<file path="config.mk">
export PLATFORM = sky130hd
export DESIGN_NAME = chs_pwm_controller
export DESIGN_NICKNAME = d
export VERILOG_FILES = /design/src/rtl/chs_pwm_controller_pkg.sv /design/src/rtl/chs_pwm_channel.sv /design/src/rtl/chs_pwm_controller.sv
export SDC_FILE = /design/constraint.sdc
export NUM_CORES = 1
export LEC_CHECK = 0
export BUFFER_PORTS_ARGS = -buffer_cell sky130_fd_sc_hd__buf_2
export CORE_MARGIN = 5
export CORE_UTILIZATION = 60
export CTS_CLUSTER_DIAMETER = 200
export DETAILED_ROUTE_END_ITERATION = 8
export GPL_TIMING_DRIVEN = 0
export PLACE_DENSITY = 0.8
export SKIP_CTS_REPAIR_TIMING = 1
export SYNTH_ARGS = -nofsm -noshare
export SYNTH_HDL_FRONTEND = slang
export SYNTH_SLANG_ARGS = --single-unit
</file>
<file path="constraint.sdc">
create_clock -name i_clk -period 5.4 [get_ports i_clk]
set_clock_uncertainty 0.2 [all_clocks]
set_input_delay 1.08 -clock i_clk [delete_from_list [all_inputs] [get_ports i_clk]]
set_output_delay 1.08 -clock i_clk [all_outputs]
set_load 0.005 [all_outputs]
</file>
<file path="src/rtl/chs_pwm_controller_pkg.sv">
// rtl/chs_pwm_controller_pkg.sv - shared types and constants for the fan/PWM controller
//
// Purpose: channel state encoding and cool/heat mode constants used by
//          chs_pwm_channel and chs_pwm_controller.
// Contents:
//   ch_state_e  per-channel state (IDLE, KICK, RAMP, HOLD)
//   MODE_COOL   chs_mode value for cooling (1)
//   MODE_HEAT   chs_mode value for heating (0), also the reset mode
package chs_pkg;

    typedef enum logic [1:0] {
        CH_IDLE = 2'd0,
        CH_KICK = 2'd1,
        CH_RAMP = 2'd2,
        CH_HOLD = 2'd3
    } ch_state_e;

    localparam logic MODE_COOL = 1'b1;
    localparam logic MODE_HEAT = 1'b0;

endpackage

</file>
<file path="src/rtl/chs_pwm_channel.sv">
// rtl/chs_pwm_channel.sv - one fan channel: target, duty ramp, start-up kick, PWM compare
//
// Purpose: holds the loaded duty target, walks the applied duty toward the
//          effective target one step per ramp tick, and drives a full-on kick
//          pulse when a stopped fan is started.
// Ports:
//   i_clk, i_arst   clock, synchronous active-high reset
//   i_load          capture i_speed into the target register
//   i_speed         new target for this channel
//   i_run           1 = loaded target is in effect, 0 = effective target is 0
//   i_tick          ramp step strobe (one cycle wide)
//   i_cnt           shared PWM counter
//   o_pwm           registered PWM output
//   o_duty          applied duty
//   o_idle          channel is stopped
//   o_active        channel is kicking or ramping
module chs_pwm_channel
    import chs_pkg::*;
#(
    parameter int WIDTH       = 8,
    parameter int KICK_CYCLES = 64
) (
    input  logic             i_clk,
    input  logic             i_arst,
    input  logic             i_load,
    input  logic [WIDTH-1:0] i_speed,
    input  logic             i_run,
    input  logic             i_tick,
    input  logic [WIDTH-1:0] i_cnt,
    output logic             o_pwm,
    output logic [WIDTH-1:0] o_duty,
    output logic             o_idle,
    output logic             o_active
);

    localparam int              KW        = $clog2(KICK_CYCLES + 1);
    localparam logic [KW-1:0]   KICK_LAST = KW'(KICK_CYCLES - 1);
    localparam logic [KW-1:0]   KICK_ONE  = KW'(1);
    localparam logic [WIDTH-1:0] DUTY_ONE = WIDTH'(1);

    ch_state_e        r_state;
    logic [WIDTH-1:0] r_target;
    logic [WIDTH-1:0] r_duty;
    logic [KW-1:0]    r_kick;
    logic             r_pwm;

    logic [WIDTH-1:0] w_eff;
    logic [WIDTH-1:0] w_up;
    logic [WIDTH-1:0] w_dn;
    logic             w_eff_zero;

    always_comb begin
        w_eff      = i_run ? r_target : '0;
        w_eff_zero = (w_eff == '0);
        // Only used when duty is strictly below/above the target, so these
        // never wrap: stepping saturates at the target itself.
        w_up       = r_duty + DUTY_ONE;
        w_dn       = r_duty - DUTY_ONE;
    end

    always_ff @(posedge i_clk) begin
        if (i_arst) begin
            r_state  <= CH_IDLE;
            r_target <= '0;
            r_duty   <= '0;
            r_kick   <= '0;
            r_pwm    <= 1'b0;
        end else begin
            if (i_load) begin
                r_target <= i_speed;
            end

            // Kick forces full-on, but only while it is still wanted so an
            // aborted start drops the pin together with the return to IDLE.
            r_pwm <= ((r_state == CH_KICK) && !w_eff_zero) || (i_cnt < r_duty);

            case (r_state)
                CH_IDLE: begin
                    r_duty <= '0;
                    if (!w_eff_zero) begin
                        r_state <= CH_KICK;
                        r_kick  <= KICK_LAST;
                    end
                end
                CH_KICK: begin
                    if (w_eff_zero) begin
                        r_state <= CH_IDLE;
                        r_kick  <= '0;
                    end else if (r_kick == '0) begin
                        r_state <= CH_RAMP;
                    end else begin
                        r_kick <= r_kick - KICK_ONE;
                    end
                end
                CH_RAMP: begin
                    if (r_duty == w_eff) begin
                        r_state <= w_eff_zero ? CH_IDLE : CH_HOLD;
                    end else if (i_tick) begin
                        if (r_duty < w_eff) begin
                            r_duty <= w_up;
                            if (w_up == w_eff) begin
                                r_state <= CH_HOLD;
                            end
                        end else begin
                            r_duty <= w_dn;
                            if (w_dn == w_eff) begin
                                r_state <= w_eff_zero ? CH_IDLE : CH_HOLD;
                            end
                        end
                    end
                end
                CH_HOLD: begin
                    if (r_duty != w_eff) begin
                        r_state <= CH_RAMP;
                    end
                end
                default: r_state <= CH_IDLE;
            endcase
        end
    end

    assign o_pwm    = r_pwm;
    assign o_duty   = r_duty;
    assign o_idle   = (r_state == CH_IDLE);
    assign o_active = (r_state == CH_KICK) || (r_state == CH_RAMP);

endmodule

</file>
<file path="src/rtl/chs_pwm_controller.sv">
// rtl/chs_pwm_controller.sv - multi-channel fan PWM driver with ramping and safe cool/heat changeover
//
// Purpose: shared PWM counter and ramp divider, cool/heat mode register with
//          changeover sequencing (ramp all fans to zero, flip, resume), and
//          CHANNELS instances of chs_pwm_channel.
// Ports:
//   i_clk, i_arst   clock, synchronous active-high reset
//   i_enable        global run; 0 ramps every fan down to stop
//   i_mode_in       requested mode (1 = cool, 0 = heat)
//   i_load          capture i_speed into all channel targets
//   i_speed         packed targets, channel i at [i*WIDTH +: WIDTH]
//   o_pwm_out       registered PWM pins
//   o_duty          packed applied duty per channel
//   o_chs_mode      active mode
//   o_busy          any channel kicking/ramping or a mode change pending
module chs_pwm_controller
    import chs_pkg::*;
#(
    parameter int CHANNELS    = 4,
    parameter int WIDTH       = 8,
    parameter int RAMP_DIV    = 16,
    parameter int KICK_CYCLES = 64
) (
    input  logic                      i_clk,
    input  logic                      i_arst,
    input  logic                      i_enable,
    input  logic                      i_mode_in,
    input  logic                      i_load,
    input  logic [CHANNELS*WIDTH-1:0] i_speed,
    output logic [CHANNELS-1:0]       o_pwm_out,
    output logic [CHANNELS*WIDTH-1:0] o_duty,
    output logic                      o_chs_mode,
    output logic                      o_busy
);

    localparam int               DW       = (RAMP_DIV > 1) ? $clog2(RAMP_DIV) : 1;
    localparam logic [DW-1:0]    DIV_LAST = DW'(RAMP_DIV - 1);
    localparam logic [DW-1:0]    DIV_ONE  = DW'(1);
    // Period is 2^WIDTH-1 so a full-scale duty keeps the pin constantly high.
    localparam logic [WIDTH-1:0] CNT_LAST = WIDTH'((1 << WIDTH) - 2);
    localparam logic [WIDTH-1:0] CNT_ONE  = WIDTH'(1);

    logic [WIDTH-1:0] r_cnt;
    logic [DW-1:0]    r_div;
    logic             r_chs_mode;
    logic             r_pending;

    logic                      w_tick;
    logic                      w_run;
    logic                      w_all_idle;
    logic [CHANNELS-1:0]       w_pwm;
    logic [CHANNELS-1:0]       w_idle;
    logic [CHANNELS-1:0]       w_active;
    logic [CHANNELS*WIDTH-1:0] w_duty;

    assign w_tick     = (r_div == DIV_LAST);
    assign w_run      = i_enable && !r_pending;
    assign w_all_idle = &w_idle;

    always_ff @(posedge i_clk) begin
        if (i_arst) begin
            r_cnt      <= '0;
            r_div      <= '0;
            r_chs_mode <= MODE_HEAT;
            r_pending  <= 1'b0;
        end else begin
            r_cnt <= (r_cnt == CNT_LAST) ? '0 : r_cnt + CNT_ONE;
            r_div <= w_tick ? '0 : r_div + DIV_ONE;

            // Pending holds every fan at effective target 0; the flip waits
            // until the last one has actually stopped.
            if (r_pending) begin
                if (i_mode_in == r_chs_mode) begin
                    r_pending <= 1'b0;
                end else if (w_all_idle) begin
                    r_chs_mode <= i_mode_in;
                    r_pending  <= 1'b0;
                end
            end else if (i_mode_in != r_chs_mode) begin
                r_pending <= 1'b1;
            end
        end
    end

    for (genvar g = 0; g < CHANNELS; g++) begin : g_ch
        chs_pwm_channel #(
            .WIDTH       (WIDTH),
            .KICK_CYCLES (KICK_CYCLES)
        ) u_ch (
            .i_clk    (i_clk),
            .i_arst   (i_arst),
            .i_load   (i_load),
            .i_speed  (i_speed[g*WIDTH +: WIDTH]),
            .i_run    (w_run),
            .i_tick   (w_tick),
            .i_cnt    (r_cnt),
            .o_pwm    (w_pwm[g]),
            .o_duty   (w_duty[g*WIDTH +: WIDTH]),
            .o_idle   (w_idle[g]),
            .o_active (w_active[g])
        );
    end

    assign o_pwm_out  = w_pwm;
    assign o_duty     = w_duty;
    assign o_chs_mode = r_chs_mode;
    assign o_busy     = r_pending || (|w_active);

endmodule
</file>
=== After elaboration in Yosys (flattened, before gate mapping) ===
Cells that the tools add are included.

* Register bits: 118
* Output and inout port bits: 38
* Input bits: 37
* Word-level logic and storage cells: 255

* Bitwise gates (word level): 1
* Reduce and logical (&&, ||, !) cells: 56
* Multiplexer cells: 84
* Equality and inequality tests: 68
* $lt $le $gt $ge: 8
* $add $sub $neg: 14

{| class="wikitable"
|+ Operators by type and width
! operator !! count
|-
| two-way mux 8 bit || 16
|-
| == test 8 bit || 12
|-
| two-way mux 7 bit || 12
|-
| two-way mux 2 bit || 40
|-
| less-than comparator 8 bit || 8
|-
| one-hot mux 8 bit (2 select lines) || 4
|-
| one-hot mux 7 bit (2 select lines) || 4
|-
| adder 8 x 1 -> 8 bit, second input constant || 5
|-
| zero test 8 bit || 4
|-
| inequality test 8 bit || 4
|-
| one-hot mux 2 bit (4 select lines) || 4
|-
| subtractor 8 x 1 -> 8 bit, second input constant || 4
|-
| AND reduction 6 bit || 5
|-
| zero test 7 bit || 4
|-
| subtractor 7 x 1 -> 7 bit, second input constant || 4
|-
| inequality test 2 bit, second input constant || 12
|-
| inequality test 3 x 2 -> 1 bit, second input constant || 8
|-
| AND reduction 3 bit || 8
|-
| == test 2 bit, second input constant || 8
|-
| inequality test 4 x 1 -> 1 bit, second input constant || 4
|-
| inequality test 4 x 3 -> 1 bit, second input constant || 4
|-
| nonzero test 2 bit || 8
|-
| inequality test 3 x 1 -> 1 bit, second input constant || 4
|-
| logical OR 1 bit || 9
|-
| 15 further kinds || 36
|}

=== Logic depth before layout (Yosys ltp) ===
* Depth after elaboration: 10
* Depth in mapped cells: 15
* Depth with buffers taken out: 11

=== Cells and area by module ===
Synthesis repeated with hierarchy kept, for this count alone.

* Cells, all modules: 1,247
* Area, all modules: 9,999.6 um^2

{| class="wikitable"
|+ Modules (own cells, without submodules)
! module !! area each (um^2) !! times used !! cells each !! sequential area each (um^2)
|-
| chs_pwm_channel at g_ch[2].u_ch ... || 2,333.5 || 2 || 291 || 520.5
|-
| chs_pwm_channel at g_ch[0].u_ch || 2,366.0 || 1 || 297 || 520.5
|-
| chs_pwm_channel at g_ch[1].u_ch || 2,354.8 || 1 || 301 || 520.5
|-
| chs_pwm_controller || 611.8 || 1 || 67 || 280.3
|}

=== Worst setup path before layout ===
OpenSTA, ideal clock, no wires.

* Path kind: input to register
* From: in i_enable
* To: reg g_ch[3].u_ch.r_duty[5]
* Required time: 5.130 ns
* Arrival time: 3.869 ns
* Slack: 1.261 ns
* Stages on the path: 15
* Path buffers: 4
* Setup time: 0.070 ns
* Cells stage by stage: buf_4 nor2b_1 buf_2 clkbuf_1 nand2_1 ha_1 nor2b_1 o211ai_1 a21oi_1 or2_2 clkbuf_1 nor3_1 a21oi_1 or3_1 a21oi_1

* Longest elaborated chain between the ends: 7
* Elaborated cells between the ends (all ways): 10
* Those cells by class: order compare (1); eq/ne (2); mux (5); reduce/logical (2)

{| class="wikitable"
|+ RTL lines
! item !! line !! RTL
|-
| from (decl) || chs_pwm_controller.sv:26 || <nowiki>input logic i_enable,</nowiki>
|-
| logical AND 1 bit (*) || chs_pwm_controller.sv:57 || <nowiki>assign w_run = i_enable && !r_pending;</nowiki>
|-
| two-way mux 8 bit (*) || chs_pwm_channel.sv:53 || <nowiki>w_eff = i_run ? r_target : '0;</nowiki>
|-
| less-than comparator 8 bit || chs_pwm_channel.sv:99 || <nowiki>if (r_duty < w_eff) begin</nowiki>
|-
| two-way mux 8 bit || chs_pwm_channel.sv:99 ||
|-
| two-way mux 8 bit || chs_pwm_channel.sv:98 || <nowiki>end else if (i_tick) begin</nowiki>
|-
| two-way mux 8 bit || chs_pwm_channel.sv:96 || <nowiki>if (r_duty == w_eff) begin</nowiki>
|-
| one-hot mux 8 bit (2 select lines) || chs_pwm_channel.sv:77 || <nowiki>case (r_state)</nowiki>
|-
| to (signal assigned) || chs_pwm_channel.sv:100 || <nowiki>r_duty <= w_up;</nowiki>
|-
| to (signal assigned) || chs_pwm_channel.sv:105 || <nowiki>r_duty <= w_dn;</nowiki>
|-
| to (decl) || chs_pwm_channel.sv:43 || <nowiki>logic [WIDTH-1:0] r_duty;</nowiki>
|}

Every way passes the cells marked *; elsewhere a longest branch is shown, timed or not. The select of a mux whose other input is x is not followed.
A chain may end at the register's enable or synchronous reset.

=== Final worst setup path ===
* From: in i_enable
* To: reg g_ch[3].u_ch.r_state[0]

* Longest elaborated chain between the ends: 9
* Elaborated cells between the ends (all ways): 22
* Those cells by class: order compare (1); eq/ne (10); mux (8); reduce/logical (3)

{| class="wikitable"
|+ RTL lines
! item !! line !! RTL
|-
| logical AND 1 bit (*) || chs_pwm_controller.sv:57 ||
|-
| two-way mux 8 bit (*) || chs_pwm_channel.sv:53 ||
|-
| branches (longest 7 deep; another with less-than comparator 8 bit) || -- ||
|-
| to (signal assigned) || chs_pwm_channel.sv:97 || <nowiki>r_state <= w_eff_zero ? CH_IDLE : CH_HOLD;</nowiki>
|-
| to (signal assigned) || chs_pwm_channel.sv:107 || <nowiki>r_state <= w_eff_zero ? CH_IDLE : CH_HOLD;</nowiki>
|-
| to (decl) || chs_pwm_channel.sv:41 || <nowiki>ch_state_e r_state;</nowiki>
|}

Every way passes the cells marked *. The select of a mux whose other input is x is not followed.

==> flow_summary.toml <==
[clock_tree]
clock_path_buffers = 2
cts_root_buf = "clkbuf_16"
cts_tree = "built"
clkLatencyLatePin_ns = 0.43
cts_buffers = 17
htreeDepth = 4
cts_sinks = 118
clk_pin_slew_ns = 0.06

[min_path]
hold_path_end = "g_ch[1].u_ch.r_kick[6]"
hold_depth = 2
hold_path_class = "flip-flop to flip-flop"
min-delay-start = "g_ch[1].u_ch.r_kick[6]"

[setup_path]
rr_endpoint = "g_ch[3].u_ch.r_state[0]"
crit_type = "input port to flip-flop"
worstPathRequired_ns = 5.52
path_cells = "buf_4, nor2b_1, buf_2, clkbuf_1, nand2_1, ha_1, nor2b_1, o211ai_1, a21oi_1, or2_2, clkbuf_1, o2111ai_1, a31oi_1, nor2_1, a211oi_1"
r2r_setup_slack_ns = 0.80
worst_r2r_path_depth = 14
cp-end-kind = "flip-flop"
crit_arrival_ns = 5.07
start_kind = "input port"
slowest_delay_ns = 0.53
r2r-start = "r_pending"
crit_slowest_cell = "clkbuf_1"
cp_max_fo = 10

[timing]
rsz0062_at_grt = "false"
hold_violations = 0
timing.fmax_mhz = 202.2
setup_viol = 0
slew-limit-headroom_pct = 38.73
setup_ws_ns = 0.4551
slew_violations = 0
whs_ns = 0.2762
tightest_slew_ns = 0.9191
final.period_utilization_pct = 91.57
tns_ns = 0
layout_min_cycle_time_ns = 4.945

[final_layout]
drive_above_1_share_pct = 10.81
n_fill_cell = 1294
area_delta_synth_final_pct = 13.07
regArea_mm2 = 0.002362
diodes = 0
multi_input_area_mm2 = 0.006549
final_area_mm2 = 0.01059
fin_nets = 1406

[power]
power.total_mw = 3.082
vdd_drop_max_v = 0.0002655
seqPwrFrac_pct = 34.1
p_int_mw = 2.058
power_frac_clock_pct = 37.9
power.switching_mw = 1.024
p_sw_share_pct = 33.22
p_comb_share_pct = 28.0
p_per_area_mw_per_mm2 = 291.1
total_leakage_power_nw = 4.498

[global_route]
grt_pass1_wl_um = 43220
gr-total-overflow = 0
first_global_vias = 8511
grt_antenna_before_repair = 0
grt_max_degree = 17
grtUsageTotal_pct = 29.54

[logic_synthesis]
yosysWarnings = 0
synth-edff-count = 0
synthArstFlopShare_pct = 0
yosys-top-cells-area = "dfxtp_1, ha_1, nor2_1"
synth_flop_cell = "dfxtp_1"
synth_area_leader_cell = "dfxtp_1"
avgSynthCellArea_um2 = 7.917
ys_types = 74
yosys_register_bits = 118
syn_nets = 1315
synth_top_cells_by_count = "nor2_1, dfxtp_1, nand2_1"
ys_seq_area_share_pct = 25.22
syn_inst = 1183
synth_top_area_share_pct = 25.22
yosysMostFrequentCell = "nor2_1"
syn_area_mm2 = 0.009365

[status]
status = "finished clean"

[routing]
vias_per_cell = 6.213
ant_nets = 0
drt_wl_total_um = 27080
wl_per_cell_um = 18.09
via_count = 9301
drt_first_pass_iters = 5
drt-initial-drc-count = 1082
drc = 0

[floorplan]
io_pins = 75
fp.dieH_um = 134.9
rows = 45
coreArea_mm2 = 0.01526
start_util_pct = 61.38
die_area_mm2 = 0.01821
dieWidth_um = 134.9

[place]
gp_congestion = 0.9365
io_buffers = 72
detailedPlace.worstSlack_ns = 0.1343
placed_cell_area_mm2 = 0.009990
place_hpwl_um = 20080

[job]
maxCapViolCount = 0
-- per-stage QoR --
stage	std cells	util [%]
after global placement	1466	65.47
after floorplan	1183	-
after CTS	1497	69.40
after detailed placement	1466	65.47
after global routing	1497	69.40
final	1497	69.40
-- cell families after synthesis --
logic type | after synthesis | share of synthesized area [%]
mux | 55 | 5.959
buf+inv | 111 | 4.850
flops | 118 | 25.22
simple gates | 471 | 25.74
fa+ha+maj | 95 | 12.69
xor+xnor | 70 | 6.894
compound gates | 263 | 18.64
-- worst max-delay path, delay by kind of cell --
kind	cells	cell delay (ns)
AOI/OAI and AO/OA	5	1.22
adders and majority gates	1	0.33
buffers and inverters	4	1.44
and+or+nand+nor	5	0.99
-- power groups by stage --
stage / Sequential [mW] / Combinational, mW / Clock (mW)
after floorplan: 1.04 / 0.648 / 0
after global placement: 1.06 / 0.818 / 0
after detailed placement: 1.06 / 0.842 / 0
after CTS: 1.05 / 0.853 / 1.18
after global routing: 1.06 / 0.962 / 1.22
final: 1.05 / 0.862 / 1.17
-- area by class of cell --
class	count	share of cell area, %
multi-input combinational	954	61.85
sequential	118	22.31
clock buffer	22	4.478
timing repair buffer	72	3.403
tap	211	2.493
buffer	53	2.233
inverter	58	2.056
clock inverter	9	1.182
-- how the worst max path moves through the flow --
stage / from / endpoint / slack (ns) / cells past startpoint
2_1_floorplan: i_enable / g_ch[3].u_ch.o_duty[5] / 1.26 / 15
3_3_place_gp: i_enable / g_ch[3].u_ch.r_state[0] / 0.31 / 15
3_5_place_dp: i_enable / g_ch[3].u_ch.r_state[0] / 0.13 / 15
4_1_cts: i_enable / g_ch[3].u_ch.r_state[0] / 0.53 / 15
5_1_grt: i_enable / g_ch[3].u_ch.r_state[0] / 0.08 / 15
6_report: i_enable / g_ch[3].u_ch.r_state[0] / 0.46 / 15
-- metal layers --
layer  GRT usage, %  wire [um]  up-vias  part of all wire, %
li1               -          -     4459                    -
met1          39.22      11840     4413                   44
met2          46.97      12230      354                   45
met3          6.408       2055       75                  7.6
met4          11.59        962        0                  3.6
met5              0          0        -                    0
-- cells in the final DEF (no fill, tap or decap), types with 16 or more instances in the layout --
cell type	n
clkbuf_1	36
nand3b_1	24
a21oi_1	77
xnor2_1	45
and3_1	19
nand2b_1	20
o21ai_0	41
nor2_1	132
ha_1	95
a211oi_1	17
mux2i_1	49
xor2_1	23
nand2_1	98
nand4_1	16
a21o_1	27
buf_2	78
dfxtp_1	118
clkbuf_16	17
nor3_1	33
nand3_1	45
inv_1	58
-- registers in the layout, indices dropped and copies added (netlist names) --
name                flops
g_ch.u_ch.o_pwm         4
o_chs_mode              1
g_ch.u_ch.r_kick       28
r_pending               1
g_ch.u_ch.r_state       8
g_ch.u_ch.r_target     32
r_cnt                   8
r_div                   4
g_ch.u_ch.o_duty       32
No activity file was read; power rests on OpenSTA's default activity.
